[src/rtl/systolic_feeder_pkg.sv]
// Shared constants, operand types and FSM encoding for the systolic feeder.
package systolic_pkg;
  localparam int N       = 3;
  localparam int DW      = 8;
  localparam int TIMEOUT = 64;
  localparam int STEPS   = 2*N - 1;
  localparam int TW      = $clog2(STEPS);
  localparam int LANE_W  = N*DW;
  localparam int MAT_W   = N*N*DW;

  typedef logic [N-1:0][DW-1:0]   vec_t;
  typedef logic [N*N-1:0][DW-1:0] mat_t;

  typedef enum logic [1:0] {S_IDLE, S_STREAM, S_WAIT} state_t;
endpackage

[src/rtl/systolic_skew_lane.sv]
// One skewed lane: presents element (t - LANE) of its row/column, else 0.
module systolic_skew_lane
  import systolic_pkg::*;
#(
  parameter int LANE = 0
) (
  input  vec_t            i_vec,
  input  logic [TW-1:0]   i_t,
  input  logic            i_en,
  output logic [DW-1:0]   o_elem
);
  always_comb begin
    o_elem = '0;
    for (int k = 0; k < N; k++)
      if (i_en && (int'(i_t) == LANE + k)) o_elem = i_vec[k];
  end
endmodule

[src/rtl/systolic_feeder.sv]
// Operand feeder for the NxN systolic array: captures A/B, streams skewed lanes,
// holds enable until done. Optional WAIT timeout under SYSTOLIC_FEEDER_TIMEOUT_EN.
module systolic_feeder
  import systolic_pkg::*;
(
  input  logic              clk,
  input  logic              rst_n,
  input  logic              in_valid,
  output logic              in_ready,
  input  logic [MAT_W-1:0]  a_mat,
  input  logic [MAT_W-1:0]  b_mat,
  output logic [LANE_W-1:0] a_w,
  output logic [LANE_W-1:0] b_n,
  output logic              arr_en,
  input  logic              arr_done,
  output logic              busy,
  output logic              job_done,
  output logic              err
);
  state_t              r_state, w_state_nxt;
  logic [TW-1:0]       r_t, w_t_nxt;
  mat_t                r_a, r_b, w_a_src, w_b_src;
  logic [N-1:0][DW-1:0] w_a_lane, w_b_lane, r_a_w, r_b_n;
  logic                r_arr_en, r_busy, r_job_done;
  logic                w_accept, w_done, w_tmo, w_lane_en;

  assign in_ready = (r_state == S_IDLE);
  assign w_accept = in_valid && in_ready;
  assign w_done   = (r_state == S_WAIT) && arr_done;

  always_comb begin
    w_state_nxt = r_state;
    w_t_nxt     = r_t;
    case (r_state)
      S_IDLE:   if (w_accept) begin w_state_nxt = S_STREAM; w_t_nxt = '0; end
      S_STREAM: if (r_t == TW'(STEPS-1)) begin
                  w_state_nxt = S_WAIT;
                  w_t_nxt     = '0;
                end else w_t_nxt = r_t + 1'b1;
      S_WAIT:   if (w_done || w_tmo) w_state_nxt = S_IDLE;
      default:  w_state_nxt = S_IDLE;
    endcase
  end

  // Lanes are computed from the next state/counter so the registered outputs
  // line up with the cycle that state is actually in.
  assign w_a_src   = w_accept ? a_mat : r_a;
  assign w_b_src   = w_accept ? b_mat : r_b;
  assign w_lane_en = (w_state_nxt == S_STREAM);

  for (genvar i = 0; i < N; i++) begin : g_lane
    vec_t w_row, w_col;
    for (genvar k = 0; k < N; k++) begin : g_el
      assign w_row[k] = w_a_src[i*N + k];
      assign w_col[k] = w_b_src[k*N + i];
    end
    systolic_skew_lane #(.LANE(i)) u_a (
      .i_vec(w_row), .i_t(w_t_nxt), .i_en(w_lane_en), .o_elem(w_a_lane[i]));
    systolic_skew_lane #(.LANE(i)) u_b (
      .i_vec(w_col), .i_t(w_t_nxt), .i_en(w_lane_en), .o_elem(w_b_lane[i]));
  end

  always_ff @(posedge clk or negedge rst_n) begin
    if (!rst_n) begin
      r_state    <= S_IDLE;
      r_t        <= '0;
      r_a        <= '0;
      r_b        <= '0;
      r_a_w      <= '0;
      r_b_n      <= '0;
      r_arr_en   <= 1'b0;
      r_busy     <= 1'b0;
      r_job_done <= 1'b0;
    end else begin
      r_state    <= w_state_nxt;
      r_t        <= w_t_nxt;
      if (w_accept) begin
        r_a <= a_mat;
        r_b <= b_mat;
      end
      r_a_w      <= w_a_lane;
      r_b_n      <= w_b_lane;
      r_arr_en   <= (w_state_nxt != S_IDLE);
      r_busy     <= (w_state_nxt != S_IDLE);
      r_job_done <= w_done;
    end
  end

`ifdef SYSTOLIC_FEEDER_TIMEOUT_EN
  localparam int WCW = $clog2(TIMEOUT);
  logic [WCW-1:0] r_wcnt;
  logic           r_err;

  // Done on the final WAIT cycle still wins over the timeout.
  assign w_tmo = (r_state == S_WAIT) && !arr_done && (r_wcnt == WCW'(TIMEOUT-1));

  always_ff @(posedge clk or negedge rst_n) begin
    if (!rst_n) begin
      r_wcnt <= '0;
      r_err  <= 1'b0;
    end else begin
      r_wcnt <= (r_state == S_WAIT) ? r_wcnt + 1'b1 : '0;
      r_err  <= r_err | w_tmo;
    end
  end
  assign err = r_err;
`else
  assign w_tmo = 1'b0;
  assign err   = 1'b0;
`endif

  assign a_w      = r_a_w;
  assign b_n      = r_b_n;
  assign arr_en   = r_arr_en;
  assign busy     = r_busy;
  assign job_done = r_job_done;
endmodule
[config.mk]
export PLATFORM = sky130hd
export DESIGN_NAME = systolic_feeder
export DESIGN_NICKNAME = d
export VERILOG_FILES = /design/src/rtl/systolic_feeder_pkg.sv /design/src/rtl/systolic_skew_lane.sv /design/src/rtl/systolic_feeder.sv
export SDC_FILE = /design/constraint.sdc
export NUM_CORES = 1
export LEC_CHECK = 0
export ABC_AREA = 1
export CAP_MARGIN = 30
export CORE_MARGIN = 1
export CORE_UTILIZATION = 50
export CTS_CLUSTER_DIAMETER = 150
export DETAILED_ROUTE_END_ITERATION = 10
export GPL_TIMING_DRIVEN = 0
export PLACE_DENSITY = 0.79
export SYNTH_ARGS = -nofsm -noshare
export SYNTH_HDL_FRONTEND = slang
export SYNTH_SLANG_ARGS = --single-unit
[constraint.sdc]
create_clock -name clk -period 1.9 [get_ports clk]
set_input_delay 0.57 -clock clk [delete_from_list [all_inputs] [get_ports clk]]
set_output_delay 0.57 -clock clk [all_outputs]
set_load 0.01 [all_outputs]
==> results.json, run 1 <==
{
  "status": "finished clean",
  "place_area_um2": 10800,
  "layout.nets": 1344,
  "wirelength_um": 25700,
  "area_growth_pct": 38.8,
  "grt_start_max_net_pins": 104,
  "syn-num-nets": 1107,
  "max_slew_margin_pct": 51.2,
  "pwr-share-clk_pct": 19.5,
  "final_cell_mix": "nand2_1, nand3_1, dfrtp_1",
  "die_h_um": 132,
  "max_clock_freq_ghz": 0.528,
  "ys_types": 20,
  "leakagePower_nw": 5.94,
  "power_frac_comb_pct": 47.4,
  "ios": 201,
  "clock_sink_count": 199,
  "gp_congestion": 0.891,
  "endpoint_kind": "primary output",
  "dr.pass1.iters": 6,
  "layout_setup_ws_ns": 0.00474,
  "crit_required_ns": 1.33,
  "drc": 0,
  "holdWs_ns": 0.140,
  "syn_area_um2": 8470,
  "cap_viol_max_count": 0,
  "grt.overflow.total": 0,
  "grt_pass1_wl_um": 40000,
  "synth_area_per_cell_um2": 8.85,
  "internal_power_mw": 11.6,
  "worst-setup-path-type": "flop to primary output",
  "clock_path_buffers": 2,
  "drtAntennaViolNets": 0,
  "insertion_delay_ns": 0.44,
  "yosys_warnings": 0,
  "yosys-top-cells-area": "dfrtp_1, nand3_1, nand2_1",
  "switching_share_pct": 40.9,
  "synth_edf_count": 0,
  "rsz0062_at_grt": "yes",
  "skew_ns": 0.00664,
  "crit_arrival_ns": 1.33,
  "syn_inst": 957,
  "initialDrtViolationCount": 687,
  "p_switching_mw": 8.04,
  "final_max_slew_viol_count": 0,
  "grt.total_usage_pct": 30.0,
  "cp_max_fo": 8,
  "ys.flop_type": "dfrtp_1",
  "htreeDepth": 4,
  "die_area_um2": 17500,
  "stdcell_area_um2": 11800,
  "period_share_pct": 99.8,
  "tightest_slew_ns": 0.732,
  "ys_async_sr_fraction_pct": 100,
  "grt_pass1_vias": 7630,
  "clock-root-buffer": "clkbuf_16",
  "startpoint_type": "flop",
  "tns_ns": 0,
  "antenna_found_initial": 0,
  "peakVddDrop_mv": 0.956,
  "vias": 7943,
  "min_path_type": "input port to asynchronous set/reset pin",
  "wl_per_cell_um": 18.0,
  "die_x_um": 132,
  "nFillCells": 1324,
  "core_um2": 16600,
  "pre_cts_slack_ns": -0.801,
  "yosysTopAreaCell": "dfrtp_1",
  "synth_top_area_share_pct": 58.8,
  "fin_total_pwr_mw": 19.7,
  "port_buffers": 199,
  "initial_utilization_pct": 51.1,
  "hold_violations": 0,
  "path_clk_slew_ns": 0.07,
  "cts_tree": "yes",
  "drive_gt1_share_pct": 11.7,
  "final_common_cell": "nand2_1",
  "cts-buffers-inserted": 17,
  "vias_per_cell": 5.57,
  "finalSetupViolCount": 0,
  "hpwl_um": 17400,
  "sequentialPowerShare_pct": 33.1,
  "power_density_nw_per_um2": 1670,
  "seq_area_frac_synth_pct": 58.8,
  "ys_ff_latch": 199,
  "rows": 47,
  "n_antenna_cell": 0,
  "min_period_ns": 1.90
}
[layer usage]
layer	vias to the layer above	wire length, um	global-route usage [%]
li1	3709	-	-
met1	3788	10800	39.9
met2	398	12500	49.6
met3	48	1860	5.73
met4	0	520	9.95
met5	-	0	0
[final cells by class]
type	instances	area, um^2	area share [%]
sequential	199	4980	42.4
multi-input combinational	664	3130	26.6
timing repair buffer	219	2180	18.5
buffer	82	519	4.42
clock buffer	19	453	3.85
tap	220	275	2.34
clock inverter	13	178	1.51
inverter	11	41.3	0.351
[cell families (layout without fill, tap and decap cells)]
| group | count (synthesis) | after routing | synth area share [%] |
|---|---|---|---|
| simple gates | 658 | 658 | 35.5 |
| other cells | 1 | 1 | 0.0443 |
| buf+inv | 94 | 344 | 5.10 |
| flops | 199 | 199 | 58.8 |
| compound gates | 3 | 3 | 0.236 |
| fa+ha+maj | 2 | 2 | 0.295 |
[flip-flops by register name, summed over array words and instances, names as in the netlist]
signal,cells
a_w,24
b_n,24
busy,1
job_done,1
r_a,72
r_b,72
r_state,2
r_t,3
[synthesized netlist by cell type (4+ instances only)]
cell type,count
buf_2,36
clkbuf_1,24
nand2_2,5
nand4_1,80
nand3_1,247
inv_2,4
buf_4,9
buf_1,14
dfrtp_1,199
inv_1,7
nand2_1,318
[power groups by stage]
stage          sequential, mW  combinational (mW)  clock (mW)
2_1_floorplan            6.58                5.13           0
3_3_place_gp             6.55                7.91           0
3_5_place_dp             6.58                8.11           0
4_1_cts                  6.51                8.64        3.85
5_1_grt                  6.65                10.1        4.01
6_report                 6.52                9.32        3.84
[path summary, 6_finish.rpt]
path	start	end	slack, ns	depth (start not counted)
min in group clk	r_b[16]$_DFF_PN0_	r_b[16]$_DFF_PN0_	0.47	2
min	rst_n	a_w[5]$_DFF_PN0_	0.14	1
min reg2reg	r_b[16]$_DFF_PN0_	r_b[16]$_DFF_PN0_	0.47	2
max in group asynchronous	rst_n	r_b[34]$_DFF_PN0_	0.83	2
max reg2reg	r_t[0]$_DFF_PN0_	a_w[15]$_DFF_PN0_	0.05	9
max	r_state[0]$_DFF_PN0_	in_ready	0.005	4
[critical path, stage by stage, from the launching register on]
cell,delay (ns)
dfrtp_1,0.40
nor2_2,0.16
buf_6,0.13
buf_12,0.11
buf_6,0.10
[per-stage QoR]
| stage | std cells | utilization [%] |
|---|---|---|
| 5_1_grt | 1427 | 70.9 |
| 4_1_cts | 1418 | 69.8 |
| 6_report | 1427 | 70.9 |
| 2_1_floorplan | 957 | - |
| 3_3_place_gp | 1376 | 64.7 |
| 3_5_place_dp | 1377 | 64.9 |
[timing repair]
action	CTS	global route
endpoints found under the setup margin	109	57
hold buffers	0	0
buffers inserted	8	8
gates cloned	1	2
pin swaps	4	8
hold endpoints to repair	0	0
gates resized for setup	61	53
(Power assumes the default switching activity.)
==> run 2: changes to the inputs <==
--- a/config.mk
+++ b/config.mk
@@ -15,4 +15,5 @@
 export PLACE_DENSITY = 0.79
 export SYNTH_ARGS = -nofsm -noshare
 export SYNTH_HDL_FRONTEND = slang
+export SYNTH_HIERARCHICAL = 1
 export SYNTH_SLANG_ARGS = --single-unit
==> run 2 against run 1 <==
Effect of this change:
- sequential share of layout area is 1.7 points lower
- clock-buffer cell count fell by 1
- clock power down 5.7%
- die area rose by 1.3%
- clock skew up 0.0037 ns
- critical path type is now flop to flop
==> results.json, run 2 <==
{
  "ys_types": 17,
  "cp_max_fo": 8,
  "seq_area_frac_synth_pct": 58.0,
  "path_clk_slew_ns": 0.07,
  "critical_path_buf_inv_count": 3,
  "layout.nets": 1379,
  "port_buffers": 199,
  "synth_top_area_share_pct": 58.0,
  "yosysMostFrequentCell": "nand3_1",
  "final_cells": 1462,
  "ios": 201,
  "yosys_warnings": 6,
  "yosysTopAreaCell": "dfrtp_1",
  "area_growth_pct": 42.7,
  "slowest_delay_ns": 0.39,
  "worst-setup-path-type": "flop to flop",
  "grt_pass1_wl_um": 40100,
  "p_switching_mw": 8.89,
  "holdWs_ns": 0.105,
  "cpMaxStageDelayCell": "dfrtp_1",
  "htreeDepth": 4,
  "cts-hold-fix-buffers": 0,
  "use_met1_pct": 38.9,
  "final_cell_mix": "nand3_1, nand2_1, dfrtp_1",
  "die_area_um2": 17700,
  "grt.overflow.total": 0,
  "syn-num-nets": 1124,
  "rows": 47,
  "grt.busiest_layer": "met2",
  "grt_use_met3_pct": 4.52,
  "skew_ns": 0.0103,
  "power_frac_comb_pct": 51.9,
  "finalSetupViolCount": 0,
  "dr.pass1.iters": 5,
  "syn_area_um2": 8580,
  "endpoint_kind": "flop",
  "clock_path_buffers": 2,
  "grt_pass1_vias": 7869,
  "vias": 7984,
  "stdcell_area_um2": 12200,
  "reg_top3": "r_a x72, r_b x72",
  "antenna_found_initial": 1,
  "status": "finished clean",
  "internal_power_mw": 12.0,
  "die_h_um": 133,
  "dp_cells": 1394,
  "drive_gt1_share_pct": 16.4,
  "synthAdderAreaFrac_pct": 0.292,
  "pwr-share-clk_pct": 17.3,
  "pre_cts_slack_ns": -0.933,
  "synth-simple-area-share_pct": 35.8,
  "final_common_cell": "nand3_1",
  "synth_area_per_cell_um2": 8.81,
  "crit_required_ns": 2.27,
  "core_um2": 16700,
  "yosys-top-cells-area": "dfrtp_1, nand3_1, nand2_1",
  "switching_share_pct": 42.5,
  "max_clock_freq_ghz": 0.531,
  "startpoint_type": "flop",
  "ys.flop_type": "dfrtp_1",
  "ys_ff_latch": 199,
  "layout_setup_ws_ns": 0.0168,
  "crit_arrival_ns": 2.25,
  "synth_compound_area_share_pct": 0.117,
  "synthTopCellsByCount": "nand3_1, nand2_1, dfrtp_1",
  "synth_mux_area_share_pct": 0,
  "cts-buffers-inserted": 17,
  "peakVddDrop_mv": 1.02,
  "rsz0062_at_grt": "yes",
  "tightest_slew_ns": 0.648,
  "grt.total_usage_pct": 29.4,
  "power_density_nw_per_um2": 1710,
  "min_period_ns": 1.88,
  "cap_viol_max_count": 0,
  "min_path_type": "input port to asynchronous set/reset pin",
  "cp.depth": 11,
  "met2_usage_pct": 48.2,
  "utilization_pct": 73.3,
  "final_max_slew_viol_count": 0,
  "r2r_cells": 11,
  "drc": 0,
  "insertion_delay_ns": 0.43,
  "leakagePower_nw": 6.28,
  "crit_chain": "inv_1, ha_2, nand2_2, nand3_4, buf_12, o21ai_4, buf_4, nand2_2, nor2_4, nand3_2, nand3_2",
  "hold_violations": 0,
  "grt_start_max_net_pins": 116,
  "cts_tree": "yes",
  "synth_top_family_by_area": "simple AND/OR/NAND/NOR gates",
  "initialDrtViolationCount": 627,
  "clock-root-buffer": "clkbuf_16",
  "synth_edf_count": 0,
  "ys_async_sr_fraction_pct": 100,
  "drtAntennaViolNets": 0,
  "period_share_pct": 99.1,
  "vias_per_cell": 5.46,
  "sequentialPowerShare_pct": 30.8,
  "wl_per_cell_um": 17.5,
  "initial_utilization_pct": 51.4,
  "synth_xor_area_share_pct": 0,
  "tns_ns": 0,
  "gp_congestion": 0.879,
  "fin_total_pwr_mw": 20.9,
  "syn_inst": 974,
  "hpwl_um": 16000,
  "clock_sink_count": 199,
  "place_area_um2": 10900,
  "max_slew_margin_pct": 56.8,
  "wirelength_um": 25500,
  "critical-path-top-delay-family": "simple AND/OR/NAND/NOR gates",
  "die_x_um": 133
}
## run 2: changes by cell type in the layout (fill, tap and decap cells not counted), sizes merged, moves of 4 or more
cell / change
buf: +7
clkbuf: -21
clkinvlp: -4
dlymetal6s2s: +5
inv: +24
nand2: -11
nand3: +76
nand4: -66
nor2: +26
o21ai: +4
## run 2: metal layers
metal	wire length, um	vias up
met5	0	-
met4	871	0
met3	1460	70
met2	12600	324
met1	10600	3827
li1	-	3763
## run 2: worst paths after layout
path | from | end | slack [ns]
setup / recovery | r_t[1]$_DFF_PN0_ | a_w[14]$_DFF_PN0_ | 0.02
hold / removal | rst_n | r_a[38]$_DFF_PN0_ | 0.11
setup reg to reg | r_t[1]$_DFF_PN0_ | a_w[14]$_DFF_PN0_ | 0.02
hold reg to reg | r_b[36]$_DFF_PN0_ | r_b[36]$_DFF_PN0_ | 0.47
max in group asynchronous | rst_n | r_b[52]$_DFF_PN0_ | 0.81
min in group clk | r_b[36]$_DFF_PN0_ | r_b[36]$_DFF_PN0_ | 0.47
## run 2: area by class of cell
type,count,area [um^2]
Tap cell,220,275
Antenna cell,1,2.50
Clock inverter,13,154
Clock buffer,18,429
Multi-Input combinational cell,690,3530
Sequential cell,199,4980
Fill cell,1262,4450
Inverter,33,124
Buffer,59,414
Timing Repair Buffer,229,2340
## run 2: worst reg2reg max path, cell delays in order, from the launching register on
cell and delay, ns:
dfrtp_1 0.39, inv_1 0.06, ha_2 0.17, nand2_2 0.08, nand3_4 0.10, buf_12 0.16
o21ai_4 0.15, buf_4 0.14, nand2_2 0.05, nor2_4 0.26, nand3_2 0.16, nand3_2 0.11
## run 2: power by group through the flow
| stage | Clock [mW] | Sequential, mW | Combinational, mW |
|---|---|---|---|
| floorplan | 0 | 6.51 | 5.76 |
| global placement | 0 | 6.49 | 8.27 |
| detailed placement | 0 | 6.52 | 8.44 |
| CTS | 3.65 | 6.45 | 10.0 |
| global route | 3.83 | 6.59 | 11.8 |
| finish | 3.62 | 6.45 | 10.9 |
## run 2: repair_timing
| item | 4_1_cts | 5_1_grt |
|---|---|---|
| gates cloned | 6 | 2 |
| resized for setup | 59 | 58 |
| pin swaps | 12 | 21 |
| buffers inserted | 19 | 10 |
| endpoints found under the setup margin | 58 | 61 |
## run 2: logic make-up (layout without fill, tap and decap cells)
group / after synthesis / after routing
other cells: 1 / 2
fa+ha+maj: 2 / 2
flops: 199 / 199
compound gates: 2 / 5
buf+inv: 93 / 352
simple gates: 677 / 682
==> run 3: changes to the inputs <==
--- a/config.mk
+++ b/config.mk
@@ -8,12 +8,15 @@
 export ABC_AREA = 1
 export CAP_MARGIN = 30
 export CORE_MARGIN = 1
-export CORE_UTILIZATION = 50
+export CORE_UTILIZATION = 63
 export CTS_CLUSTER_DIAMETER = 150
 export DETAILED_ROUTE_END_ITERATION = 10
+export DONT_BUFFER_PORTS = 1
 export GPL_TIMING_DRIVEN = 0
-export PLACE_DENSITY = 0.79
+export PLACE_DENSITY = 0.78
+export SLEW_MARGIN = 0
 export SYNTH_ARGS = -nofsm -noshare
 export SYNTH_HDL_FRONTEND = slang
 export SYNTH_HIERARCHICAL = 1
 export SYNTH_SLANG_ARGS = --single-unit
+export TNS_END_PERCENT = 30
==> run 3 against run 2 <==
Effect of this change:
- the flow now finishes with violations (negative hold slack)
- cell count shrank 17%
- setup slack gained 0.0066 ns
- combinational power shrank 13%
- sequential power grew 2%
- clock-buffer cell count grew 8
- critical path depth is the same
- first-iteration DRC count grew 6.9%
- sequential share of layout area grew 9.4 points
- core utilization grew 1.7 points
- die area shrank 20%
- total power shrank 6.4%
- global-route usage grew 3.7 points
- critical endpoint is now b_n[12]$_DFF_PN0_
==> results.json, run 3 (synthesis gave the netlist of run 2 again) <==
{
  "endpoint_kind": "flop",
  "drtAntennaViolNets": 0,
  "cp_max_fo": 8,
  "pwr-share-clk_pct": 18.1,
  "leakagePower_nw": 5.14,
  "hold_violations": 199,
  "antenna_found_initial": 0,
  "peakVddDrop_mv": 0.895,
  "grt_pass1_wl_um": 35300,
  "internal_power_mw": 11.3,
  "fin_total_pwr_mw": 19.6,
  "p_switching_mw": 8.34,
  "drc": 0,
  "rsz0062_at_grt": "yes",
  "die_x_um": 119,
  "final-seq-area_um2": 4980,
  "skew_ns": 0.00624,
  "finalSetupViolCount": 0,
  "grt_pass1_vias": 6850,
  "min_path_type": "input port to asynchronous set/reset pin",
  "cap_viol_max_count": 0,
  "initial_utilization_pct": 64.8,
  "final_common_cell": "nand3_1",
  "layout.nets": 1171,
  "reg_top3": "r_a x72, r_b x72",
  "wirelength_um": 22300,
  "violations": "negative hold slack",
  "met2_length_um": 10700,
  "tightest_slew_ns": 0.543,
  "tns_ns": 0,
  "power_frac_comb_pct": 48.2,
  "max_clock_freq_ghz": 0.533,
  "crit_arrival_ns": 2.24,
  "nFillCells": 997,
  "core_um2": 13200,
  "sequentialPowerShare_pct": 33.7,
  "cts-buffers-inserted": 17,
  "status": "finished, violations left",
  "initialDrtViolationCount": 670,
  "wl_met1_um": 9500,
  "stdcell_area_um2": 9940,
  "clock-root-buffer": "clkbuf_16",
  "rows": 42,
  "dp_cells": 1150,
  "die_area_um2": 14100,
  "final_cells": 1210,
  "min_period_ns": 1.88,
  "startpoint_type": "flop",
  "cts_tree": "yes",
  "worst-setup-path-type": "flop to flop",
  "period_share_pct": 98.8,
  "n_antenna_cell": 0,
  "switching_share_pct": 42.6,
  "area_growth_pct": 15.8,
  "grt.total_usage_pct": 33.0,
  "die_h_um": 119,
  "insertion_delay_ns": 0.43,
  "multi_input_area_um2": 3420,
  "hpwl_um": 14200,
  "final_cell_mix": "nand3_1, nand2_1, dfrtp_1",
  "grt_start_max_net_pins": 200,
  "ios": 201,
  "topRoutingLayerUsed": "met4",
  "gp_congestion": 0.846,
  "htreeDepth": 4,
  "utilization_pct": 75.1,
  "holdWs_ns": -0.171,
  "wl_per_cell_um": 18.4,
  "dr.pass1.iters": 5,
  "clock_sink_count": 199,
  "power_density_nw_per_um2": 1970,
  "crit_required_ns": 2.26,
  "port_buffers": 0,
  "wl_met3_um": 1570,
  "vias": 7041,
  "drive_gt1_share_pct": 16.6,
  "place_area_um2": 8870,
  "grt.overflow.total": 0,
  "max_slew_margin_pct": 63.8,
  "vias_per_cell": 5.82,
  "clock_path_buffers": 2,
  "path_clk_slew_ns": 0.07,
  "final_max_slew_viol_count": 0
}
-- run 3: final timing paths --
| kind | start | cells past startpoint | end | slack [ns] |
|---|---|---|---|---|
| min | rst_n | 0 | r_a[3]$_DFF_PN0_ | -0.17 |
| max in group asynchronous | rst_n | 0 | r_a[63]$_DFF_PN0_ | 1.89 |
| min reg2reg | r_b[65]$_DFF_PN0_ | 2 | r_b[65]$_DFF_PN0_ | 0.47 |
| min in group clk | arr_done | 2 | job_done$_DFF_PN0_ | 0.24 |
| max | r_t[0]$_DFF_PN0_ | 11 | b_n[12]$_DFF_PN0_ | 0.02 |
| max reg2reg | r_t[0]$_DFF_PN0_ | 11 | b_n[12]$_DFF_PN0_ | 0.02 |
-- run 3: metrics by stage --
stage                     worst slack (ns)  hold WS (ns)
after floorplan                     0.0105         0.274
after global placement              -0.469         0.280
after detailed placement            -0.481         0.280
after CTS                          -0.0106        -0.180
after global routing               -0.0687        -0.193
final                               0.0234        -0.171
-- run 3: area by class of cell --
type / instances / area share, %
sequential: 199 / 50.1
multi-input combinational: 688 / 34.4
clock buffer: 26 / 5.32
buffer: 59 / 3.88
tap: 176 / 2.21
timing repair buffer: 23 / 2.10
inverter: 33 / 1.30
clock inverter: 6 / 0.629
-- run 3: critical path, stage by stage, from the launching register on --
cell and delay, ns:
dfrtp_2 0.39, inv_1 0.05, ha_2 0.17, nand2_2 0.09, nand3_4 0.17, buf_12 0.18
nand2_8 0.11, buf_4 0.17, inv_2 0.07, nor2_4 0.18, nand3_1 0.10, nand3_1 0.11
-- run 3: routing by layer --
metal	vias to the layer above	GRT usage, %
li1	3343	-
met1	3402	45.1
met2	259	51.2
met3	37	7.58
met4	0	14.0
met5	-	0
-- run 3: repair_timing --
item                                    4_1_cts  5_1_grt
buffers inserted                             14        7
endpoints found under the setup margin       49       49
endpoints found under the hold margin       199      199
pin swaps                                    12        9
cloned                                        5        3
gates resized for setup                      36       25
-- run 3: power groups by stage --
stage | logic [mW] | registers, mW | clock network [mW]
after floorplan | 5.76 | 6.51 | 0
after global placement | 7.31 | 6.60 | 0
after detailed placement | 7.50 | 6.66 | 0
after CTS | 8.74 | 6.61 | 3.58
after global routing | 10.3 | 6.74 | 3.76
final | 9.43 | 6.61 | 3.55
